[src/rtl/dii_packet_arbiter.sv]
// dii_packet_arbiter: shares one debug-ring DII input slice between N DII
// packet sources. Arbitration is round-robin at packet granularity; a granted
// source owns the output from its first flit through its last flit.
//
// Ports:
//   clk, rst          clock, asynchronous active-high reset
//   in_flat_data      N source flits, source i at [i*WIDTH +: WIDTH]
//   in_flat_first     per-source first-flit markers
//   in_flat_last      per-source last-flit markers
//   in_flat_valid     per-source valid
//   in_flat_ready     per-source ready (only the granted source, when locked)
//   out_data/out_first/out_last/out_valid  arbitrated flit toward the ring
//   out_ready         ring ready
//   grant             one-hot owner of the output, zero when idle
//   busy              high while a packet is locked
module dii_packet_arbiter #(
    parameter int unsigned N     = 2,
    parameter int unsigned WIDTH = 16
) (
    input  logic               clk,
    input  logic               rst,
    input  logic [N*WIDTH-1:0] in_flat_data,
    input  logic [N-1:0]       in_flat_first,
    input  logic [N-1:0]       in_flat_last,
    input  logic [N-1:0]       in_flat_valid,
    output logic [N-1:0]       in_flat_ready,
    output logic [WIDTH-1:0]   out_data,
    output logic               out_first,
    output logic               out_last,
    output logic               out_valid,
    input  logic               out_ready,
    output logic [N-1:0]       grant,
    output logic               busy
);

    localparam int unsigned IDX_W = (N > 1) ? $clog2(N) : 1;
    localparam int unsigned SUM_W = IDX_W + 1;

    typedef enum logic {
        IDLE   = 1'b0,
        LOCKED = 1'b1
    } state_t;

    state_t           state;
    state_t           state_next;
    logic [IDX_W-1:0] owner;
    logic [IDX_W-1:0] owner_next;
    logic [IDX_W-1:0] rr_ptr;
    logic [IDX_W-1:0] rr_ptr_next;
    logic [N-1:0]     grant_next;
    logic             busy_next;

    logic [N-1:0]     eligible;
    logic [2*N-1:0]   elig_dbl;
    logic [N-1:0]     rotated;
    logic             found;
    logic [IDX_W-1:0] offset;
    logic [SUM_W-1:0] win_sum;
    logic [IDX_W-1:0] winner;

    // Round-robin search: rotate the eligible vector so rr_ptr sits at bit 0,
    // take the lowest set bit, then map the offset back to a source index.
    always_comb begin
        eligible = in_flat_valid & in_flat_first;
        elig_dbl = {eligible, eligible} >> rr_ptr;
        rotated  = elig_dbl[N-1:0];
        found    = 1'b0;
        offset   = '0;
        for (int unsigned j = 0; j < N; j++) begin
            if (rotated[j] && !found) begin
                found  = 1'b1;
                offset = IDX_W'(j);
            end
        end
        win_sum = SUM_W'(rr_ptr) + SUM_W'(offset);
        winner  = (win_sum >= SUM_W'(N)) ? IDX_W'(win_sum - SUM_W'(N)) : IDX_W'(win_sum);
    end

    // Next state and the combinational forwarding path of the locked source.
    always_comb begin
        state_next    = state;
        owner_next    = owner;
        rr_ptr_next   = rr_ptr;
        grant_next    = grant;
        busy_next     = busy;
        in_flat_ready = '0;
        out_data      = '0;
        out_first     = 1'b0;
        out_last      = 1'b0;
        out_valid     = 1'b0;

        case (state)
            IDLE: begin
                if (found) begin
                    state_next = LOCKED;
                    owner_next = winner;
                    grant_next = N'(1) << winner;
                    busy_next  = 1'b1;
                end
            end
            LOCKED: begin
                for (int unsigned i = 0; i < N; i++) begin
                    if (owner == IDX_W'(i)) begin
                        out_data         = in_flat_data[i*WIDTH +: WIDTH];
                        out_first        = in_flat_first[i];
                        out_last         = in_flat_last[i];
                        out_valid        = in_flat_valid[i];
                        in_flat_ready[i] = out_ready;
                    end
                end
                // Release only once the last flit has actually transferred.
                if (out_valid && out_ready && out_last) begin
                    state_next  = IDLE;
                    grant_next  = '0;
                    busy_next   = 1'b0;
                    rr_ptr_next = (owner == IDX_W'(N - 1)) ? '0 : owner + IDX_W'(1);
                end
            end
            default: begin
                state_next = IDLE;
            end
        endcase
    end

    // State register.
    always_ff @(posedge clk or posedge rst) begin
        if (rst) begin
            state  <= IDLE;
            owner  <= '0;
            rr_ptr <= '0;
            grant  <= '0;
            busy   <= 1'b0;
        end else begin
            state  <= state_next;
            owner  <= owner_next;
            rr_ptr <= rr_ptr_next;
            grant  <= grant_next;
            busy   <= busy_next;
        end
    end

endmodule

[config.mk]
export PLATFORM = sky130hd
export DESIGN_NAME = dii_packet_arbiter
export DESIGN_NICKNAME = d
export VERILOG_FILES = /design/src/rtl/dii_packet_arbiter.sv
export SDC_FILE = /design/constraint.sdc
export NUM_CORES = 1
export LEC_CHECK = 0
export ABC_CLOCK_PERIOD_IN_PS = 1300
export BUFFER_PORTS_ARGS = -buffer_cell sky130_fd_sc_hd__buf_2
export CAP_MARGIN = 20
export CORE_MARGIN = 2
export CORE_UTILIZATION = 30
export DETAILED_ROUTE_END_ITERATION = 8
export PLACE_DENSITY = 0.75
export SLEW_MARGIN = 5
export SYNTH_ARGS = -nofsm -noshare
export SYNTH_HDL_FRONTEND = slang
export SYNTH_SLANG_ARGS = --single-unit
[constraint.sdc]
create_clock -name clk -period 1.3 [get_ports clk]
set_clock_uncertainty 0.2 [all_clocks]
set_input_delay 0.13 -clock clk [delete_from_list [all_inputs] [get_ports clk]]
set_output_delay 0.13 -clock clk [all_outputs]
set_load 0.02 [all_outputs]
### After elaboration in Yosys (flattened, before gate mapping)

Index checks and enable logic that the tools add are counted.

* flip-flop bits (word level): 6
* input bits: 41
* output and inout port bits: 24
* logic and storage cells: 49

* add/subtract/negate cells: 3
* magnitude comparators: 1
* equal/unequal tests: 2
* shifts and indexed selects: 2
* muxes and demuxes: 27
* bitwise operators: 2
* reductions and logical operators: 7

Operator list (number)
* 2-to-1 mux 16 bit: 2
* 2-to-1 mux 1 bit: 19
* 2-to-1 mux 2 bit: 3
* AND reduction 2 bit: 3
* one-hot mux 1 bit (2 select lines): 2
* one-hot mux 2 bit (2 select lines): 1
* >> shifter 4 x 1 -> 2 bit: 1
* logical AND 1 bit: 3
* adder 1 x 1 -> 2 bit: 1
* AND 2 bit: 1
* greater-or-equal comparator 2 bit, second input constant: 1
* inequality test 2 x 1 -> 1 bit, second input constant: 1
* inequality test 2 bit, second input constant: 1
* << shifter 1 x 1 -> 2 bit, first input constant: 1
* adder 1 bit, second input constant: 1
* logical NOT 1 bit: 1
* inverter 1 bit: 1
* subtractor 1 bit, second input constant: 1

### Logic depth before layout (Yosys ltp)

* depth in word-level cells: 12
* depth in mapped cells: 4
* depth with buffers taken out: 3

### Worst setup path after synthesis

No wires, ideal clock.

* path type: register to output
* start point: register state
* end point: output port out_data[10]
* arrival time: 1.184 ns
* data required time: 0.970 ns
* setup slack: -0.214 ns
* stages on the path, launching flop included: 5
* path buffers: 2
* cell sequence: dfrtp_1 > buf_2 > clkinv_1 > clkbuf_1 > nor2_1

* cells in the longest elaborated chain, start to end: 1

Ends and longest elaborated chain
* from (decl): RTL line 44 `state_t state;`
* from (signal assigned): RTL line 134 `state <= state_next;`
* 2-to-1 mux 16 bit: RTL line 92 `case (state)`
* to (decl): RTL line 27 `output logic [WIDTH-1:0] out_data,`

Every way passes these cells.

### Worst setup path in the final report

* start point: register owner
* end point: output port out_data[15]

* cells in the longest elaborated chain, start to end: 2

Ends and longest elaborated chain
* from (decl): RTL line 46 `logic [IDX_W-1:0] owner;`
* from (signal assigned): RTL line 135 `owner <= owner_next;`
* 2-to-1 mux 16 bit: RTL line 103 `if (owner == IDX_W'(i)) begin`
* 2-to-1 mux 16 bit: RTL line 92

Every way passes these cells.

==> flow_summary.json <==
{
  "crit_slowest_cell": "dfrtp_2",
  "hp-class": "primary input to register",
  "cts.sinks": 6,
  "core_um2": 1764,
  "final_common_cell": "buf_2",
  "switching_share_pct": 45.45,
  "ys_seq_elements": 6,
  "p_leak_nw": 0.7047,
  "fp-row-count": 15,
  "num_vias": 905,
  "seq_area_frac_synth_pct": 25.92,
  "path_max_fanout": 7,
  "finalCritPeriodShare_pct": 132.3,
  "synth.distinct_cells": 22,
  "areaGrowthSynthToFinish_pct": 158.5,
  "dp_hpwl_mm": 1.622,
  "layout_min_cycle_time_ns": 1.720,
  "dpl_cell_area_um2": 1089,
  "criticalPathCategory": "register to primary output",
  "syn_inst": 68,
  "drtIter0Drc": 20,
  "power.share.clock_pct": 5.7,
  "maxCapViolCount": 0,
  "htreeDepth": 1,
  "die_area_um2": 2299,
  "start_util_pct": 32.84,
  "drive_gt1_share_pct": 84.83,
  "synth_nets": 109,
  "gp_congestion": 0.7377,
  "max-vdd-ir-drop_mv": 1.429,
  "rsz0062_at_grt": "true",
  "setup_ws_ns": -0.4204,
  "p_int_mw": 1.813,
  "path_cells": "buf_12 > mux2i_1 > nor2_1 > buf_4",
  "dp.cells": 162,
  "seqPwrFrac_pct": 11.1,
  "grt_pass1_vias": 889,
  "wl_per_cell_um": 19.94,
  "grt_pass1_wl_mm": 4.312,
  "cp-start-kind": "register",
  "hold_path_depth": 3,
  "io_buffers": 64,
  "final_cells": 170,
  "r2r_cells": 4,
  "root_buffer": "clkbuf_4",
  "die_x_um": 47.95,
  "violations": "negative setup slack",
  "switching_power_mw": 1.510,
  "wl_mm": 3.389,
  "insertion_delay_ns": 0.25,
  "required_ns": 0.97,
  "cp-end-kind": "primary output",
  "final_cell_area_um2": 1498,
  "yosysWarningCount": 0,
  "crit_arrival_ns": 1.39,
  "n_antenna_cell": 0,
  "groute.usage.overall_pct": 28.72,
  "cts_tree": "yes",
  "pin_count": 65,
  "final_cell_mix": "buf_2, buf_6, mux2i_4, nor2_4, buf_4",
  "syn_area_um2": 579.3,
  "ant_nets": 0,
  "fmax_mhz": 581.3,
  "dr.pass1.iters": 4,
  "grt.overflow.total": 0,
  "synth_area_per_cell_um2": 8.519,
  "grt_max_degree": 14,
  "status": "complete, but fails checks",
  "cts_made_buffers": 3,
  "cts_buffer_depth": 2,
  "antenna_found_initial": 0,
  "vias_per_cell": 5.324,
  "drc": 0,
  "tightest_slew_ns": 0.2618,
  "cellPowerDensity_nw_per_um2": 2219,
  "cpPeakStageDelay_ns": 0.48,
  "nets": 188,
  "finalSetupViolCount": 27,
  "clkTransAtPathRegs_ns": 0.05,
  "comb_power_share_pct": 83.3,
  "die_y_um": 47.95,
  "slew_violations": 0,
  "slew_headroom_pct": 82.55,
  "hold_violations": 0
}
==> state kept, by name, summed over array words and instances, names as in the netlist <==
name and flops:
busy 1, rr_ptr 1, owner 1, grant 2
state 1
==> power by group through the flow <==
stage	sequential (mW)	clock [mW]	combinational (mW)
4_1_cts	0.352	0.181	2.58
3_5_place_dp	0.343	0	1.78
5_1_grt	0.375	0.218	2.88
3_3_place_gp	0.337	0	1.75
6_report	0.367	0.188	2.77
2_1_floorplan	0.354	0	1.28
==> cells in the mapped netlist <==
cell type  number  area, µm²
a21boi_1        1      7.510
clkbuf_1        1      3.750
or2_2           1      6.260
buf_6           1      11.26
and3_1          1      6.260
and2_1          2      12.51
mux2_4          2      30.03
inv_1           3      11.26
nand2_1         2      7.510
a21o_1          1      7.510
nor2_1         18      67.56
mux2i_1        18      180.2
a311oi_1        1      8.760
a41o_1          1      10.01
nand4_1         1      6.260
dfrtp_1         6      150.1
buf_2           3      15.01
a31o_2          1      8.760
a21oi_2         1      8.760
a22oi_1         1      7.510
o2bb2ai_1       1      8.760
clkinv_1        1      3.750
==> metrics by stage <==
step / hold WS (ns) / utilization, % / TNS, ns / total power, mW / setup WS (ns)
5_1_grt: 0.06998 / 84.89 / -10.60 / 3.471 / -0.5113
6_report: 0.07809 / 84.89 / -9.247 / 3.323 / -0.4204
4_1_cts: 0.07074 / 82.70 / -8.020 / 3.109 / -0.3558
3_5_place_dp: -0.1417 / 61.70 / -3.152 / 2.119 / -0.1805
2_1_floorplan: -0.2790 / - / -1.422 / 1.632 / -0.09855
3_3_place_gp: -0.1491 / 61.70 / -2.496 / 2.092 / -0.1435
==> critical path, delay by kind of cell (launching register included) <==
family	cells	cell delay, ns
DFF	1	0.48
buffers and inverters	2	0.35
muxes	1	0.23
and+or+nand+nor	1	0.08
==> layout make-up <==
| cell class | count | area [µm²] |
|---|---|---|
| repair buffers | 79 | 615.6 |
| flip-flops and latches | 6 | 152.6 |
| multi-input cells | 53 | 659.4 |
| fillers | 97 | 266.5 |
| clock buffers | 3 | 22.52 |
| inverters | 4 | 16.27 |
| well taps | 25 | 31.28 |
==> worst paths after layout <==
check	from	end	slack [ns]
worst max-delay path	owner$_DFFE_PP0P_	out_data[15]	-0.42
worst min-delay path	out_ready	grant[0]$_DFFE_PP0P_	0.08
worst max register to register	owner$_DFFE_PP0P_	grant[1]$_DFFE_PP0P_	-0.36
worst min register to register	busy$_DFFE_PP0P_	busy$_DFFE_PP0P_	0.31
max in group asynchronous	rst	state$_DFF_PP0_	0.53
min in group asynchronous	rst	grant[1]$_DFFE_PP0P_	0.14
==> cell families after synthesis <==
group | after synthesis | share of synthesized area (%)
muxes | 20 | 36.28
buffers and inverters | 9 | 7.773
AOI/OAI and AO/OA | 8 | 11.67
DFF | 6 | 25.92
and+or+nand+nor | 25 | 18.36
==> routing by layer <==
| metal | vias up | GRT usage [%] | part of all wire (%) |
|---|---|---|---|
| met5 | - | 0 | 0 |
| met4 | 0 | 20.00 | 5.0 |
| met3 | 18 | 7.170 | 7.0 |
| met2 | 58 | 53.60 | 57 |
| met1 | 433 | 26.80 | 31 |
| li1 | 396 | - | - |
==> repair_timing <==
action	4_1_cts	5_1_grt
gates resized for setup	77	6
buffers inserted	4	0
pin swaps	7	2
hold endpoints to repair	6	0
setup endpoints to repair	27	27
hold buffers	1	0
No activity file was read; power rests on OpenSTA's default activity.
